$ cat config.mk
export PLATFORM = sky130hd
export DESIGN_NAME = model_reader
export DESIGN_NICKNAME = d
export VERILOG_FILES = /design/src/rtl/types_pkg.sv /design/src/rtl/model_reader.sv
export SDC_FILE = /design/constraint.sdc
export NUM_CORES = 1
export LEC_CHECK = 0
export CAP_MARGIN = 40
export CORE_AREA = 2 2 124 126
export DETAILED_ROUTE_END_ITERATION = 6
export DIE_AREA = 0 0 126 128
export GPL_ROUTABILITY_DRIVEN = 0
export PLACE_DENSITY = 0.57
export SLEW_MARGIN = 20
export SYNTH_ARGS = -nofsm -noshare
export SYNTH_HDL_FRONTEND = slang
export SYNTH_SLANG_ARGS = --single-unit
$ cat constraint.sdc
create_clock -name clk -period 4.8 [get_ports clk]
set_input_delay 0.96 -clock clk [delete_from_list [all_inputs] [get_ports clk]]
set_output_delay 0.96 -clock clk [all_outputs]
set_load 0.005 [all_outputs]
$ cat src/rtl/types_pkg.sv
// Shared model-buffer and triangle types for the draw path, plus the
// model_reader state encoding so debug taps and benches agree on it.
package types_pkg;

  localparam int MB_MODEL_COUNT    = 10;
  localparam int MB_TRIANGLE_COUNT = 512;
  localparam int MB_IW             = $clog2(MB_MODEL_COUNT);
  localparam int MB_TW             = $clog2(MB_TRIANGLE_COUNT);

  typedef struct packed {
    logic [15:0] x;
    logic [15:0] y;
    logic [15:0] z;
  } vertex_t;

  typedef struct packed {
    vertex_t v0;
    vertex_t v1;
    vertex_t v2;
  } triangle_t;

  typedef struct packed {
    logic last;
  } triangle_meta_t;

  typedef struct packed {
    logic [MB_IW-1:0] model_index;
    logic [MB_TW-1:0] triangle_index;
  } modelbuf_read_t;

  typedef enum logic [1:0] {
    MR_IDLE  = 2'd0,
    MR_ISSUE = 2'd1,
    MR_DRAIN = 2'd2
  } model_reader_state_t;

endpackage

$ cat src/rtl/model_reader.sv
// Streams one model's triangles from the model buffer into the transform pipeline.
// Define MODEL_READER_STATS_EN to add last_tri_count (triangles in the last finished model).
module model_reader
  import types_pkg::*;
#(
  parameter  int MAX_MODEL_COUNT    = 10,
  parameter  int MAX_TRIANGLE_COUNT = 512,
  localparam int IW                 = $clog2(MAX_MODEL_COUNT),
  localparam int TW                 = $clog2(MAX_TRIANGLE_COUNT)
) (
  input  logic           clk,
  input  logic           rstn,
  input  logic           cmd_valid,
  output logic           cmd_ready,
  input  logic [IW-1:0]  cmd_model_index,
  output logic           req_valid,
  input  logic           req_ready,
  output modelbuf_read_t req_data,
  input  logic           resp_valid,
  output logic           resp_ready,
  input  triangle_t      resp_data,
  input  triangle_meta_t resp_metadata,
  output logic           out_valid,
  input  logic           out_ready,
  output triangle_t      out_data,
  output logic           out_last,
  output logic           done,
  output logic           empty_model
`ifdef MODEL_READER_STATS_EN
  ,
  output logic [TW:0]    last_tri_count
`endif
);

  localparam logic [TW-1:0] LAST_TRI_IDX = TW'(MAX_TRIANGLE_COUNT - 1);

  model_reader_state_t state_q, state_d;
  logic [IW-1:0] model_idx_q, model_idx_d;
  logic [TW-1:0] tri_idx_q, tri_idx_d;
  logic pending_q, pending_d;
  logic emitted_q, emitted_d;
  logic done_q, done_d;
  logic empty_q, empty_d;

  logic out_fire;
  logic req_fire;
  logic term_last;
  logic term_missing;

  // Responses pass straight through; in IDLE they are swallowed so strays cannot stall the buffer.
  assign out_valid  = resp_valid && (state_q != MR_IDLE);
  assign resp_ready = out_ready || (state_q == MR_IDLE);
  assign out_data   = resp_data;
  assign out_last   = resp_metadata.last;

  assign cmd_ready   = (state_q == MR_IDLE);
  assign req_valid   = (state_q == MR_ISSUE);
  assign req_data    = '{model_index: model_idx_q, triangle_index: tri_idx_q};
  assign done        = done_q;
  assign empty_model = empty_q;

  assign out_fire     = out_valid && out_ready;
  assign req_fire     = req_valid && req_ready;
  assign term_last    = out_fire && out_last;
  // A request accepted last cycle must be answered now; silence means the index is past the model end.
  assign term_missing = pending_q && !resp_valid;

  always_comb begin
    state_d     = state_q;
    model_idx_d = model_idx_q;
    tri_idx_d   = tri_idx_q;
    pending_d   = req_fire;
    emitted_d   = emitted_q || out_fire;
    done_d      = 1'b0;
    empty_d     = 1'b0;

    unique case (state_q)
      MR_IDLE: begin
        if (cmd_valid) begin
          model_idx_d = cmd_model_index;
          tri_idx_d   = '0;
          emitted_d   = 1'b0;
          state_d     = MR_ISSUE;
        end
      end
      MR_ISSUE: begin
        if (req_fire) begin
          if (tri_idx_q == LAST_TRI_IDX) begin
            state_d = MR_DRAIN;
          end else begin
            tri_idx_d = tri_idx_q + 1'b1;
          end
        end
      end
      MR_DRAIN: begin
        state_d = MR_DRAIN;
      end
      default: begin
        state_d = MR_IDLE;
      end
    endcase

    // out_last beats a missing response if both ever coincide.
    if (state_q != MR_IDLE) begin
      if (term_last) begin
        done_d    = 1'b1;
        pending_d = 1'b0;
        state_d   = MR_IDLE;
      end else if (term_missing) begin
        done_d    = 1'b1;
        empty_d   = !emitted_q;
        pending_d = 1'b0;
        state_d   = MR_IDLE;
      end
    end
  end

  always_ff @(posedge clk) begin
    if (!rstn) begin
      state_q     <= MR_IDLE;
      model_idx_q <= '0;
      tri_idx_q   <= '0;
      pending_q   <= 1'b0;
      emitted_q   <= 1'b0;
      done_q      <= 1'b0;
      empty_q     <= 1'b0;
    end else begin
      state_q     <= state_d;
      model_idx_q <= model_idx_d;
      tri_idx_q   <= tri_idx_d;
      pending_q   <= pending_d;
      emitted_q   <= emitted_d;
      done_q      <= done_d;
      empty_q     <= empty_d;
    end
  end

`ifdef MODEL_READER_STATS_EN
  localparam int CW = TW + 1;

  logic [TW:0] tri_count_q, tri_count_d;
  logic [TW:0] last_tri_count_q, last_tri_count_d;

  // The running count includes the handshake of the terminating cycle itself.
  always_comb begin
    tri_count_d      = tri_count_q + CW'(out_fire);
    last_tri_count_d = last_tri_count_q;
    if (state_q == MR_IDLE) begin
      tri_count_d = '0;
    end
    if (done_d) begin
      last_tri_count_d = tri_count_q + CW'(out_fire);
    end
  end

  always_ff @(posedge clk) begin
    if (!rstn) begin
      tri_count_q      <= '0;
      last_tri_count_q <= '0;
    end else begin
      tri_count_q      <= tri_count_d;
      last_tri_count_q <= last_tri_count_d;
    end
  end

  assign last_tri_count = last_tri_count_q;
`endif

endmodule

==> run_results.csv, run 1 <==
group,metric,value,unit
power_and_ir_drop,power.leakage,0.434,nW
logic_synthesis,avgSynthCellArea,8.10,um^2
floorplanning,dieArea,16100,um^2
sta,tightestPinTransition,0.722,ns
sta,slew_headroom,51.7,%
power_and_ir_drop,powerDensity,263,nW/um^2
clock_tree,post-cts-setup-buffers,0,
sta,fmax,0.306,GHz
global_route,grt_max_degree,22,
detailed_routing,routedWlPerCell,13.5,um
clock_tree,clock-sinks,19,
cells_and_area,syn_to_final_growth,-25.6,%
critical_path,cp-start-kind,"primary input",
clock_tree,cts_hold_repair.buffers,0,
floorplanning,core_area,14900,um^2
logic_synthesis,ys_seq_elements,19,
clock_tree,path_clk_slew,0.06,ns
sta,hold_viol_final,0,
sta,fin_crit,3.26,ns
sta,worst_slack,1.54,ns
cells_and_area,antennaDiodeCount,0,
cells_and_area,final_util,10.1,%
detailed_routing,vias,1037,
floorplanning,pin_count,319,
logic_synthesis,synthCells,249,
detailed_routing,drc,0,
clock_tree,cts_tree,"yes",
global_route,antenna_found_initial,0,
floorplanning,rows,45,
critical_path,path_class,"in -> out",
placed_design,io_buffers,30,
power_and_ir_drop,peakVddDrop,0.0941,mV
sta,slew_violations,0,
global_route,grt_pass1_wl,6.15,mm
detailed_routing,via_per_inst,3.25,
cells_and_area,final_nets,289,
clock_tree,clockBufferDepth,2,
floorplanning,initial_utilization,13.6,%
sta,grt_setup_unrepaired,"false",
detailed_routing,drt_iter0_drc,23,
floorplanning,die_h,128,um
logic_synthesis,seq_area_frac_synth,18.9,%
logic_synthesis,syn_area,2020,um^2
critical_path,worstPathRequired,3.84,ns
critical_path,critical_path.max_fanout,4,
global_route,grt_pass1_vias,1063,
floorplanning,die_x,126,um
sta,setup_viol,0,
sta,setup_tns,0,ns
logic_synthesis,yosysWarnings,0,
global_route,overflow,0,
worst_hold_path,hp-class,"reg -> reg",
placed_design,dp_hpwl,3.36,mm
critical_path,end_kind,"primary output",
detailed_routing,antenna_left,0,
detailed_routing,dr.pass1.iters,3,
cells_and_area,layout.cells.most_common,"clkdlybuf4s50_1",
critical_path,arrival,2.30,ns
cells_and_area,final_cell_mix,"30 x clkdlybuf4s50_1, 19 x dfxtp_1, 15 x nand3_1, 10 x nand2_1, 7 x a21boi_0",
detailed_routing,finalWirelength,4.31,mm
run,drv_cap,0,
clock_tree,cts_root_buffer,"clkbuf_16",
sta,skew,0.00258,ns
logic_synthesis,synth_nets,406,
clock_tree,cts-htree-levels,1,
clock_tree,worstSkewPairLatency,0.26,ns
power_and_ir_drop,power,0.000394,W
clock_tree,cts_buffers,3,
logic_synthesis,ys_types,31,
sta,fin_hold_ws,0.430,ns
placed_design,post-place-ws,1.48,ns
clock_tree,ctsResizeCount,0,
global_route,track_usage,5.13,%
cells_and_area,drive_gt1_share,6.87,%
outcome,status,"finished clean",
sta,period_share,68.0,%
==> power by group <==
part / total, W / switching, W / internal [W]
logic: 0.0000465 / 0.0000226 / 0.0000239
registers: 0.000166 / 0.00000385 / 0.000162
clock network: 0.000182 / 0.0000698 / 0.000112
total: 0.000394 / 0.0000963 / 0.000298
==> layout make-up <==
class                           count  area, um^2
Fill cell                        1769       13400
Multi-Input combinational cell     76         497
Sequential cell                    19         380
Timing Repair Buffer               30         300
Tap cell                          188         235
Clock buffer                        3        75.1
Inverter                            2        7.51
Clock inverter                      1        5.00
==> metrics by stage <==
| stage | cells | area [um^2] |
|---|---|---|
| floorplan | 249 | 2020 |
| global placement | 315 | 1420 |
| detailed placement | 315 | 1420 |
| CTS | 319 | 1500 |
| global route | 319 | 1500 |
| finish | 319 | 1500 |
==> worst paths after layout <==
| path | slack [ns] | startpoint | to | depth (start not counted) |
|---|---|---|---|---|
| max | 1.54 | resp_valid | out_valid | 3 |
| min | 0.43 | emitted_q | empty_model | 1 |
| max reg2reg | 2.50 | tri_idx_q[0] | tri_idx_q[3] | 7 |
| min reg2reg | 0.43 | emitted_q | empty_model | 1 |
==> cell usage after synthesis, drive strengths merged <==
cell	count	area share (%)
nor2	4	0.74
nand2b	1	0.31
a211oi	3	1.9
clkbuf	3	0.56
o21a	1	0.37
and4	1	0.43
o21ai	3	0.74
or3b	1	0.56
nor2b	2	0.62
nand4bb	1	0.56
nand3	15	3.7
nor3	1	0.25
buf	149	56
mux2i	5	2.5
o211ai	1	0.37
nor4bb	1	0.50
a21oi	4	0.99
and2	1	0.31
nand4	2	0.62
a21boi	7	2.6
and3	2	0.62
dfxtp	19	19
or2	1	0.31
nand3b	4	1.5
o2111ai	1	0.43
or3	2	0.62
inv	2	0.37
ha	2	1.2
nand2	10	1.9
==> worst max-delay path, stage by stage <==
cell and delay, ns:
clkdlybuf4s50_1 0.57, nor2b_1 0.23, clkdlybuf4s50_1 0.53
==> flip-flops by register name (all words and copies together), names as in the netlist <==
register and flops:
state_q 2, done 1, model_idx_q 4, tri_idx_q 9
pending_q 1, emitted_q 1, empty_model 1
==> metal layers <==
layer  vias to the layer above  share of wire (%)  global-route usage, %
met3                        64                 10                   1.84
met2                        80                 42                   7.53
met5                         -                  0                      0
li1                        432                  -                      -
met1                       461                 34                   4.67
met4                         0                 14                   7.56
==> kinds of logic (layout without fill, tap and decap cells) <==
group,Yosys count,after routing,synth area share (%)
buf+inv,154,36,56.5
fa+ha+maj,2,2,1.24
compound gates,20,20,7.38
mux,5,5,2.48
simple gates,49,49,13.5
flops,19,19,18.9
No activity file was read; power rests on OpenSTA's default activity.
==> run 2: changes to the inputs <==
PLACE_DENSITY = 0.59   (was 0.57)
clock period = 2.7 ns   (was 4.8 ns; I/O delays follow)
==> run_results.csv, run 2 (synthesis results as in run 1) <==
group,metric,value,unit
outcome,status,"finished clean",
critical_path,r2r_slack,0.68,ns
global_route,grt_pass1_vias,1135,
critical_path,cp_top_family,"buffers and inverters",
critical_path,slowest_stage,"clkdlybuf4s50_1",
clock_tree,ctsResizeCount,0,
sta,hold_viol_final,0,
placed_design,post-place-ws,0.307,ns
cells_and_area,layout.cells.most_common,"clkdlybuf4s50_1",
sta,fmax,0.429,GHz
critical_path,startpoint,"resp_valid",
clock_tree,clockBufferDepth,2,
floorplanning,pin_count,319,
run,drv_cap,0,
cells_and_area,largest_reg_flops,9,
critical_path,cp_num_cells,3,
critical_path,r2r-end,"tri_idx_q[3]",
clock_tree,cts_hold_repair.buffers,0,
floorplanning,initial_utilization,13.6,%
critical_path,path_class,"in -> out",
global_route,antenna_found_initial,0,
detailed_routing,vias,1046,
global_route,grt_pass1_wl,6.48,mm
power_and_ir_drop,powerDensity,455,nW/um^2
critical_path,end_kind,"primary output",
floorplanning,die_x,126,um
clock_tree,cts_tree,"yes",
global_route,overflow,0,
critical_path,crit_top_cell,"clkdlybuf4s50_1",
cells_and_area,largest_register,"tri_idx_q",
worst_hold_path,hp-class,"reg -> reg",
detailed_routing,routedWlPerCell,14.0,um
cells_and_area,final_nets,292,
floorplanning,core_area,14900,um^2
sta,tightestPinTransition,0.498,ns
critical_path,worstReg2RegStart,"tri_idx_q[0]",
cells_and_area,drive_gt1_share,8.96,%
sta,grt_setup_unrepaired,"false",
sta,period_share,86.4,%
detailed_routing,finalWirelength,4.51,mm
clock_tree,cts-htree-levels,1,
clock_tree,cts_root_buffer,"clkbuf_16",
clock_tree,cts_buffers,3,
critical_path,worstPathRequired,2.16,ns
floorplanning,rows,45,
sta,setup_viol,0,
placed_design,io_buffers,30,
sta,slew_headroom,66.7,%
cells_and_area,antennaDiodeCount,0,
critical_path,cp_num_buf_inv,2,
power_and_ir_drop,power.leakage,0.447,nW
sta,fin_crit,2.33,ns
critical_path,critical_path.max_fanout,4,
sta,skew,0.00545,ns
clock_tree,worstSkewPairLatency,0.25,ns
floorplanning,die_h,128,um
critical_path,max_stage_delay,0.55,ns
global_route,track_usage,5.34,%
cells_and_area,syn_to_final_growth,-24.5,%
sta,slew_violations,0,
clock_tree,path_clk_slew,0.06,ns
cells_and_area,final_cell_mix,"30 x clkdlybuf4s50_1, 19 x dfxtp_1, 15 x nand3_1, 10 x nand2_1, 7 x a21boi_0",
clock_tree,clock-sinks,19,
clock_tree,post-cts-setup-buffers,0,
cells_and_area,top_regs,"tri_idx_q: 9 flops, model_idx_q: 4 flops, state_q: 2 flops",
detailed_routing,dr.pass1.iters,4,
power_and_ir_drop,peakVddDrop,0.169,mV
detailed_routing,drc,0,
placed_design,dp_hpwl,3.57,mm
critical_path,crit_end,"out_valid",
detailed_routing,via_per_inst,3.25,
floorplanning,dieArea,16100,um^2
sta,worst_slack,0.367,ns
critical_path,ff2ff_path_depth,8,
global_route,grt_max_degree,22,
critical_path,cp-start-kind,"primary input",
sta,setup_tns,0,ns
critical_path,arrival,1.79,ns
detailed_routing,antenna_left,0,
critical_path,worstPathCellList,"clkdlybuf4s50_1 -> nor2b_1 -> clkdlybuf4s50_1",
detailed_routing,drt_iter0_drc,16,
-- run 2: cell types whose count changed in the layout (fill, tap and decap cells not counted), sizes merged --
cell  delta
buf      +3
-- run 2: power breakdown --
| part | internal, W | switching [W] |
|---|---|---|
| combinational | 0.0000460 | 0.0000391 |
| clock | 0.000199 | 0.000113 |
| sequential | 0.000288 | 0.00000739 |
| total | 0.000532 | 0.000160 |
-- run 2: worst min-delay path by stage --
stage | to | cells after the start | start
floorplan | empty_model | 1 | emitted_q
global placement | empty_model | 1 | emitted_q
detailed placement | empty_model | 1 | emitted_q
CTS | empty_model | 1 | emitted_q
global route | empty_model | 1 | emitted_q
finish | emitted_q | 2 | emitted_q
-- run 2: final cells by class --
class	count	area, um^2
clock buffer	3	75.1
clock inverter	1	5.00
fill	1755	13300
inverter	2	7.51
multi-input combinational	76	497
sequential	19	380
tap	188	235
timing repair buffer	33	323
-- run 2: per-stage QoR --
| stage | area, um^2 | instances | hold WS, ns | utilization [%] | power [W] |
|---|---|---|---|---|---|
| after floorplan | 2020 | 249 | 0.401 | - | 0.000511 |
| final | 1520 | 322 | 0.458 | 10.2 | 0.000692 |
| after CTS | 1520 | 322 | 0.454 | 10.2 | 0.000706 |
| after global routing | 1520 | 322 | 0.487 | 10.2 | 0.000728 |
| after global placement | 1440 | 318 | 0.429 | 9.71 | 0.000386 |
| after detailed placement | 1440 | 318 | 0.443 | 9.71 | 0.000389 |
-- run 2: per-layer routing --
layer	wire length (um)	global-route usage, %	vias up
met2	1850	7.31	75
li1	-	-	433
met4	544	7.37	0
met1	1540	5.16	470
met5	0	0	-
met3	578	2.46	68
-- run 2: worst reg2reg max path: cells and delay by family, from the launching register on --
family,cells,cell delay [ns]
AO/OA/AOI/OAI,1,0.15
adder cells (fa/ha/maj),2,0.51
buffers and inverters,1,0.20
flip-flops,1,0.36
AND/OR/NAND/NOR,4,0.73
